===== src/rtl/sub16_serial.sv =====
// sub16_serial: digit-serial subtractor, diff = a - b - bin.
// Each clock handles one DIGIT-bit slice, LSB first, and the borrow ripples
// through a single slice subtractor. Operands come in and the result goes out
// on valid/ready handshakes.
// Build option: define SUB16_SAT_EN to clamp the result to 0 whenever the
// true difference underflows (bout=1). bout and ovf still report the true
// result.

// One DIGIT-bit slice: {bo, d} = a - b - bi
module sub16_slice #(
  parameter int DIGIT = 4
) (
  input  logic [DIGIT-1:0] a,
  input  logic [DIGIT-1:0] b,
  input  logic             bi,
  output logic [DIGIT-1:0] d,
  output logic             bo
);
  // A negative slice result shows up as a 1 in the extra top bit, which is
  // the borrow into the next slice.
  always_comb {bo, d} = {1'b0, a} - {1'b0, b} - {{DIGIT{1'b0}}, bi};
endmodule

module sub16_serial #(
  parameter int WIDTH = 16,
  parameter int DIGIT = 4
) (
  input  logic             clk,
  input  logic             rst,
  input  logic             in_valid,
  output logic             in_ready,
  input  logic [WIDTH-1:0] a,
  input  logic [WIDTH-1:0] b,
  input  logic             bin,
  output logic             out_valid,
  input  logic             out_ready,
  output logic [WIDTH-1:0] diff,
  output logic             bout,
  output logic             zero,
  output logic             ovf
);
  localparam int STEPS = WIDTH / DIGIT;
  localparam int CW    = (STEPS > 1) ? $clog2(STEPS) : 1;

  typedef enum logic [1:0] {IDLE, RUN, DONE} state_t;
  state_t state, state_nxt;

  // Operands are shifted right one slice per step so the slice subtractor
  // always reads the low digit; the sign bits are kept aside for ovf.
  logic [WIDTH-1:0] a_sh, b_sh;
  logic             a_msb, b_msb;
  logic             brw;
  logic [CW-1:0]    cnt;

  logic [DIGIT-1:0] d_k;
  logic             brw_k;
  logic             accept, release_res, last;
  logic [WIDTH-1:0] diff_full, diff_fin;

  assign accept      = in_valid && in_ready;
  assign release_res = out_valid && out_ready;
  assign last        = (cnt == CW'(STEPS - 1));

  sub16_slice #(.DIGIT(DIGIT)) u_slice (
    .a  (a_sh[DIGIT-1:0]),
    .b  (b_sh[DIGIT-1:0]),
    .bi (brw),
    .d  (d_k),
    .bo (brw_k)
  );

  // diff fills as a shift register: each new slice enters at the top, so
  // after STEPS steps slice 0 has reached the LSB position.
  generate
    if (STEPS > 1) begin : g_multi
      assign diff_full = {d_k, diff[WIDTH-1:DIGIT]};
    end else begin : g_single
      assign diff_full = d_k;
    end
  endgenerate

`ifdef SUB16_SAT_EN
  // Unsigned saturation: a final borrow means the true result is below zero.
  assign diff_fin = (last && brw_k) ? '0 : diff_full;
`else
  assign diff_fin = diff_full;
`endif

  // State register
  always_ff @(posedge clk) begin
    if (rst) state <= IDLE;
    else     state <= state_nxt;
  end

  // Next-state logic
  always_comb begin
    state_nxt = state;
    case (state)
      IDLE:    if (accept)      state_nxt = RUN;
      RUN:     if (last)        state_nxt = DONE;
      DONE:    if (release_res) state_nxt = IDLE;
      default:                  state_nxt = IDLE;
    endcase
  end

  // Handshake outputs decoded straight from the state
  always_comb begin
    in_ready  = (state == IDLE);
    out_valid = (state == DONE);
  end

  // Datapath: capture on accept, one slice per RUN edge, flags on the last
  always_ff @(posedge clk) begin
    if (rst) begin
      a_sh  <= '0;
      b_sh  <= '0;
      a_msb <= 1'b0;
      b_msb <= 1'b0;
      brw   <= 1'b0;
      cnt   <= '0;
      diff  <= '0;
      bout  <= 1'b0;
      zero  <= 1'b0;
      ovf   <= 1'b0;
    end else if (accept) begin
      a_sh  <= a;
      b_sh  <= b;
      a_msb <= a[WIDTH-1];
      b_msb <= b[WIDTH-1];
      brw   <= bin;
      cnt   <= '0;
    end else if (state == RUN) begin
      a_sh <= a_sh >> DIGIT;
      b_sh <= b_sh >> DIGIT;
      brw  <= brw_k;
      cnt  <= cnt + CW'(1);
      diff <= diff_fin;
      if (last) begin
        bout <= brw_k;
        zero <= ~|diff_fin;
        ovf  <= (a_msb != b_msb) && (diff_full[WIDTH-1] != a_msb);
      end
    end
  end
endmodule


===== config.mk =====
export PLATFORM = sky130hd
export DESIGN_NAME = sub16_serial
export DESIGN_NICKNAME = d
export VERILOG_FILES = /design/src/rtl/sub16_serial.sv
export SDC_FILE = /design/constraint.sdc
export NUM_CORES = 1
export LEC_CHECK = 0
export ABC_AREA = 1
export BUFFER_PORTS_ARGS = -buffer_cell sky130_fd_sc_hd__buf_4
export CAP_MARGIN = 10
export CORE_MARGIN = 2
export CORE_UTILIZATION = 45
export CTS_CLUSTER_DIAMETER = 30
export DETAILED_ROUTE_END_ITERATION = 8
export GPL_TIMING_DRIVEN = 1
export PLACE_DENSITY_LB_ADDON = 0.2
export SYNTH_ARGS = -nofsm -noshare
export SYNTH_HDL_FRONTEND = slang
export SYNTH_HIERARCHICAL = 1
export SYNTH_SLANG_ARGS = --single-unit

===== constraint.sdc =====
create_clock -name clk -period 2.13 [get_ports clk]
set_input_delay 0.1065 -clock clk [delete_from_list [all_inputs] [get_ports clk]]
set_output_delay 0.1065 -clock clk [all_outputs]
set_load 0.1 [all_outputs]

==> impl_results.md, run 1 <==
- Outcome: finished, final reports clean
- First-pass iteration count of the detailed router: 4
- CP required: 2.39 ns
- Clock root cell: clkbuf_8
- Final min period: 1.98 ns
- Crit Path Max Fanout: 3
- P_leak: 1.38 nW
- Design Power: 2.88 mW
- RSZ-0062 raised after global routing: yes
- Crit path launch type: flop
- Die area: 6150 µm²
- CTS Sinks: 58
- Layout cells sized above 1: 21.9%
- Library cells used by synthesis: 24
- Critical R2R Capture: zero
- Initial DRC Count: 102
- Commonest non-fill, non-tap cell in the layout: nand2_1
- Largest net degree at the start of global routing: 36
- Initial antenna violation count: 0
- Synth warn: 6
- Cells after Synth: 335
- CORE AREA: 5440 µm²
- NumNets Final: 435
- Peak Freq: 506 MHz
- # port buffers: 57
- Post-Route M1 WL: 2780 µm
- Synth area leaders: dfxtp_1 (47%), nand2_1 (17%), nor2_1 (6.6%), a31oi_1 (6.3%), o21ai_0 (4.0%)
- DP HPWL: 3870 µm
- ANT nets after route: 0
- Met2 WL: 2600 µm
- Die width: 78.4 µm
- Worst Reg-to-Reg Cells: 13
- Final Hold Fails: 0
- Register area share after synthesis: 46.6%
- Period utilization: 92.7%
- Max-cap violations: 0
- Gr ovfl total: 0
- Final setup vio count: 0
- Initial Util: 45.8%
- Critical path type: reg2reg
- DR WL/cell: 12.3 µm
- Hold Path Sink: a_sh[12]
- Worst Hold Class: in2reg
- Vias in the first global route: 2052
- Clock transition at path regs: 0.06 ns
- Area leader, netlist: dfxtp_1
- Multi-input gate area: 1150 µm²
- Uppermost layer routed: met4
- I/O pins: 58
- Max clock buf depth: 2
- Worst Tran Pin Value: 0.895 ns
- Mean Syn Cell Area: 7.44 µm²
- GP Congestion: 0.770
- Reg2Reg Launch Point: b_sh[0]
- # rows: 27
- Final WL: 5710 µm
- CTS Buf Count: 9
- CP Capture Type: flop
- Skew-Pair Late Insertion Delay: 0.33 ns
- Worst slew margin: 40.3%
- Post-Place Cell Area: 2930 µm²
- Number of diodes: 0
- H-tree depth: 3
- R2r setup slk: 0.15 ns
- Metal3 WL: 226 µm
- Most frequent cells in the layout: nand2_1 (111), buf_4 (60), dfxtp_1 (58)
- Synth Net Count: 381
- Vert. Die Dim: 78.4 µm
- Worst Hold Depth: 3
- Hold Crit Start: a[12]
- Drt drc: 0
- Final Hold Slack: 0.0335 ns
- # fillers: 538
- Area delta synth->final: 26.1%
- Power per cell area: 917 nW/µm²
- Share of the synthesized area in the top cell type: 46.6%
- CTS tree: yes
- Via-to-Cell Ratio: 4.91
- Seq cells post-synth: 58
- Via count: 2284
- Cell area after synthesis: 2490 µm²
- Post-route cell area: 3140 µm²
- Tot GR Track Use: 19.7%
- Post-cts hold buffer count: 0
- Critical Path AT: 2.24 ns
- First-pass GRT wire length: 9420 µm
- Register area: 1160 µm²
- Worst vdd ir: 0.544 mV
- Slew Viols, Final: 0
- Setup Skew: 0.00699 ns
## flip-flops by register name, indices dropped and copies added, names as in the netlist, 2 cells and up
register  cells
state         2
diff         16
cnt           2
a_sh         16
b_sh         16
## power by group
group          internal, mW  leakage [nW]  switching [mW]
Clock                 0.628         0.106           0.408
Sequential             1.16         0.476          0.0545
Combinational         0.190         0.794           0.442
## layout make-up
cell class              instances  share of cell area, %
flip-flops and latches         58                   37.0
multi-input cells             238                   36.7
repair buffers                 60                   14.3
clock buffers                  13                   5.38
well taps                      72                   2.87
inverters                      22                   2.63
clock inverters                 2                   1.12
## worst max-delay path by stage
stage | start | endpoint | slack (ns) | depth (start not counted)
floorplan | state[1] | state[1] | 0.003 | 4
global placement | b_sh[0] | ovf | 0.23 | 12
detailed placement | b_sh[0] | ovf | 0.15 | 13
CTS | b_sh[0] | ovf | 0.15 | 13
global route | b_sh[0] | ovf | -0.006 | 13
finish | b_sh[0] | zero | 0.15 | 13
## critical path, cell delays in order, from the launching register on
cell and delay, ns:
dfxtp_1 0.32, inv_1 0.05, fa_1 0.52, inv_1 0.05, ha_1 0.18, o21ai_2 0.14
nand2_1 0.06, nand2_1 0.06, nand2_1 0.09, nor2_1 0.10, nand2_1 0.06, nor2_1 0.08
nand3_1 0.07, a21oi_1 0.11
## per-stage QoR
stage	cells	setup TNS, ns	setup slack, ns	utilization, %
4_1_cts	465	0	0.151	57.6
5_1_grt	465	-0.00606	-0.00606	57.8
2_1_floorplan	335	0	0.00288	-
6_report	465	0	0.155	57.8
3_5_place_dp	450	0	0.147	53.9
3_3_place_gp	450	0	0.234	53.9
## cell families after synthesis
| kind of cell | synth area share, % |
|---|---|
| AOI/OAI and AO/OA | 13.8 |
| adders and majority gates | 5.12 |
| DFF | 46.6 |
| xor gates and xnor gates | 0.703 |
| and+or+nand+nor | 26.4 |
| buffers and inverters | 7.43 |
## per-layer routing
layer / up-vias / track usage (%)
li1: 1183 / -
met1: 1047 / 26.5
met2: 45 / 29.1
met3: 9 / 5.17
met4: 0 / 10.0
met5: - / 0
## cell usage after synthesis
master / instances
xor2_1: 1
o21ai_2: 1
buf_4: 9
inv_1: 17
nor2_8: 1
o21a_1: 1
xnor2_1: 1
buf_2: 4
o21ai_0: 20
inv_2: 4
clkinv_1: 1
nand2_2: 1
nor2_2: 2
nand2_1: 111
clkbuf_1: 4
dfxtp_1: 58
ha_1: 7
nand3_1: 6
a31oi_1: 25
o21ai_1: 1
nor2_1: 44
nand3b_1: 1
fa_1: 2
a21oi_1: 13
## timing repair
| action | in CTS | in global routing |
|---|---|---|
| setup buffers | 0 | 0 |
| setup endpoints to repair | 0 | 2 |
| resized for setup | 0 | 3 |
No activity file was read; power rests on OpenSTA's default activity.
==> run 2, diff against run 1 <==
--- a/config.mk
+++ b/config.mk
@@ -9,5 +9,5 @@
 export BUFFER_PORTS_ARGS = -buffer_cell sky130_fd_sc_hd__buf_4
 export CAP_MARGIN = 10
-export CORE_MARGIN = 2
+export CORE_MARGIN = 10
 export CORE_UTILIZATION = 45
 export CTS_CLUSTER_DIAMETER = 30
==> constraint.sdc (replaced) <==
create_clock -name clk -period 2.13 [get_ports clk]
set_input_delay 0.1065 -clock clk [delete_from_list [all_inputs] [get_ports clk]]
set_output_delay 0.1065 -clock clk [all_outputs]
set_load 0.005 [all_outputs]
==> impl_results.md, run 2 (synthesis gave the netlist of run 1 again) <==
- Clock root cell: clkbuf_8
- I/O pins: 58 (unchanged)
- Largest registers: a_sh x16, b_sh x16, diff x16
- Final setup vio count: 0 (unchanged)
- Skew-Pair Late Insertion Delay: 0.33 ns (about the same)
- GP Congestion: 0.782 (+1.6%)
- CP most frequent cell: nand2_1
- Setup Skew: 0.00558 ns (-0.00142 ns)
- Clock transition at path regs: 0.06 ns (about the same)
- Hold Crit Start: a[10]
- CP Capture Type: flop
- Initial antenna violation count: 0 (unchanged)
- Via-to-Cell Ratio: 4.87 (-0.83%)
- Critical R2R Capture: zero
- Crit-path slowest cell: fa_1
- Hold Path Sink: a_sh[10]
- Minimum setup slack in the final design: 0.171 ns (+0.0158 ns)
- CTS Buf Count: 9 (unchanged)
- Most frequent cells in the layout: nand2_1 (110), buf_4 (60), dfxtp_1 (57)
- Crit Path Max Fanout: 3 (unchanged)
- Worst Tran Pin Value: 0.548 ns (-0.347 ns)
- Worst slew margin: 63.4% (+23 points)
- Largest net degree at the start of global routing: 38 (+5.6%)
- Final Hold Fails: 0 (unchanged)
- CP bufs+invs: 1 (-1)
- Commonest non-fill, non-tap cell in the layout: nand2_1
- Max clock buf depth: 2 (unchanged)
- Via count: 2265 (-0.83%)
- Cell Chain, Critical Path: fa_1, inv_1, ha_1, o21ai_2, nand2_1, nand2_1, nand2_2, nor2_1, nand2_1, nor2_1, nand3_1, a21oi_1
- Initial DRC Count: 133 (+30%)
- Reg2Reg Launch Point: a_sh[0]
- Design Power: 2.60 mW (-9.7%)
- First-pass iteration count of the detailed router: 5 (+1)
- Period utilization: 92.0% (-0.74 points)
- # port buffers: 57 (unchanged)
- Peak Freq: 510 MHz (+0.80%)
- Final WL: 6190 µm (+8.4%)
- CP required: 2.40 ns (about the same)
- CTS tree: yes
- Crit path launch type: flop
- Worst Hold Depth: 3 (unchanged)
- R2r setup slk: 0.17 ns (+0.02 ns)
- Post-Place Cell Area: 2930 µm² (unchanged)
- Layout cells sized above 1: 22.1% (+0.25 points)
- Critical Path AT: 2.23 ns (about the same)
- Tot GR Track Use: 14.2% (-5.5 points)
- Worst vdd ir: 0.590 mV (+8.6%)
- Die area: 8920 µm² (+45%)
- Initial Util: 45.8% (unchanged)
- Post-route cell area: 3130 µm² (-0.48%)
- CORE AREA: 5440 µm² (unchanged)
- # rows: 27 (unchanged)
- Vert. Die Dim: 94.4 µm (+20%)
- Gr ovfl total: 0 (unchanged)
- Vias in the first global route: 2216 (+8.0%)
- Critical path type: reg2reg
- Number of diodes: 0 (unchanged)
- Max-cap violations: 0 (unchanged)
- ANT nets after route: 0 (unchanged)
- DR WL/cell: 13.3 µm (+8.4%)
- First-pass GRT wire length: 10100 µm (+7.5%)
- Non-filler cells, final: 465 (unchanged)
- Power per cell area: 832 nW/µm² (-9.3%)
- Pre-CTS setup slack: 0.144 ns (-0.00356 ns)
- CTS Sinks: 58 (unchanged)
- Final Hold Slack: 0.0248 ns (-0.00868 ns)
- NumNets Final: 435 (unchanged)
- Worst Reg-to-Reg Cells: 12 (-1)
- Die width: 94.4 µm (+20%)
- Post-cts hold buffer count: 0 (unchanged)
- DP HPWL: 4330 µm (+12%)
- P_leak: 1.37 nW (-0.68%)
- H-tree depth: 3 (unchanged)
- Area delta synth->final: 25.5%
- Crit-path max cell delay: 0.56 ns (+0.04 ns)
- Final min period: 1.96 ns (-0.0158 ns)
- Slew Viols, Final: 0 (unchanged)
- Drt drc: 0 (unchanged)
- Outcome: finished, final reports clean
- Worst Hold Class: in2reg
- Top delay family on crit path: adder cells
- Placed insts: 450 (unchanged)
run 2: cell types whose count changed in the layout (fill, tap and decap cells not counted), sizes merged:
| cell | change |
|---|---|
| clkinv | +1 |
| clkbuf | -1 |
run 2: worst max path at each step:
| stage | slack, ns | start | cells after the start | endpoint |
|---|---|---|---|---|
| floorplan | 0.30 | b_sh[0] | 12 | ovf |
| global placement | 0.23 | b_sh[0] | 12 | ovf |
| detailed placement | 0.14 | b_sh[0] | 12 | ovf |
| CTS | 0.15 | b_sh[0] | 12 | ovf |
| global route | -0.04 | brw | 13 | zero |
| finish | 0.17 | a_sh[0] | 12 | zero |
run 2: power by group:
| group | leakage (nW) | internal (mW) | switching [mW] | total (mW) |
|---|---|---|---|---|
| registers | 0.476 | 1.16 | 0.0534 | 1.21 |
| clock network | 0.0962 | 0.562 | 0.398 | 0.960 |
| logic | 0.793 | 0.190 | 0.239 | 0.428 |
| total | 1.37 | 1.91 | 0.690 | 2.60 |
run 2: what timing repair did:
action / in CTS / in global routing
buffers inserted: 0 / 0
hold endpoints to repair: 0 / 0
resized for setup: 0 / 5
setup endpoints to repair: 0 / 2
run 2: layer usage:
| metal | GRT usage (%) | share of wire, % | wire [µm] | up-vias |
|---|---|---|---|---|
| li1 | - | - | - | 1182 |
| met3 | 5.87 | 5.1 | 313 | 3 |
| met4 | 5.06 | 0.47 | 29 | 0 |
| met1 | 16.7 | 46 | 2850 | 1029 |
| met5 | 0 | 0 | 0 | - |
| met2 | 22.6 | 48 | 3000 | 51 |
run 2: per-stage QoR:
stage / utilization (%) / setup TNS (ns)
floorplan: - / 0
global placement: 53.9 / 0
detailed placement: 53.9 / 0
CTS: 57.3 / 0
global route: 57.5 / -0.0532
finish: 57.5 / 0
run 2: area by class of cell:
cell class / count / area [µm²]
Tap cell: 72 / 90.1
Inverter: 22 / 82.6
Fill cell: 544 / 2310
Timing Repair Buffer: 60 / 450
Sequential cell: 58 / 1160
Clock inverter: 3 / 40.0
Clock buffer: 12 / 145
Multi-Input combinational cell: 238 / 1160
run 2: worst min-delay path, cell delays in order:
cell	delay (ns)
buf_4	0.07
nand2_1	0.04
a31oi_1	0.10
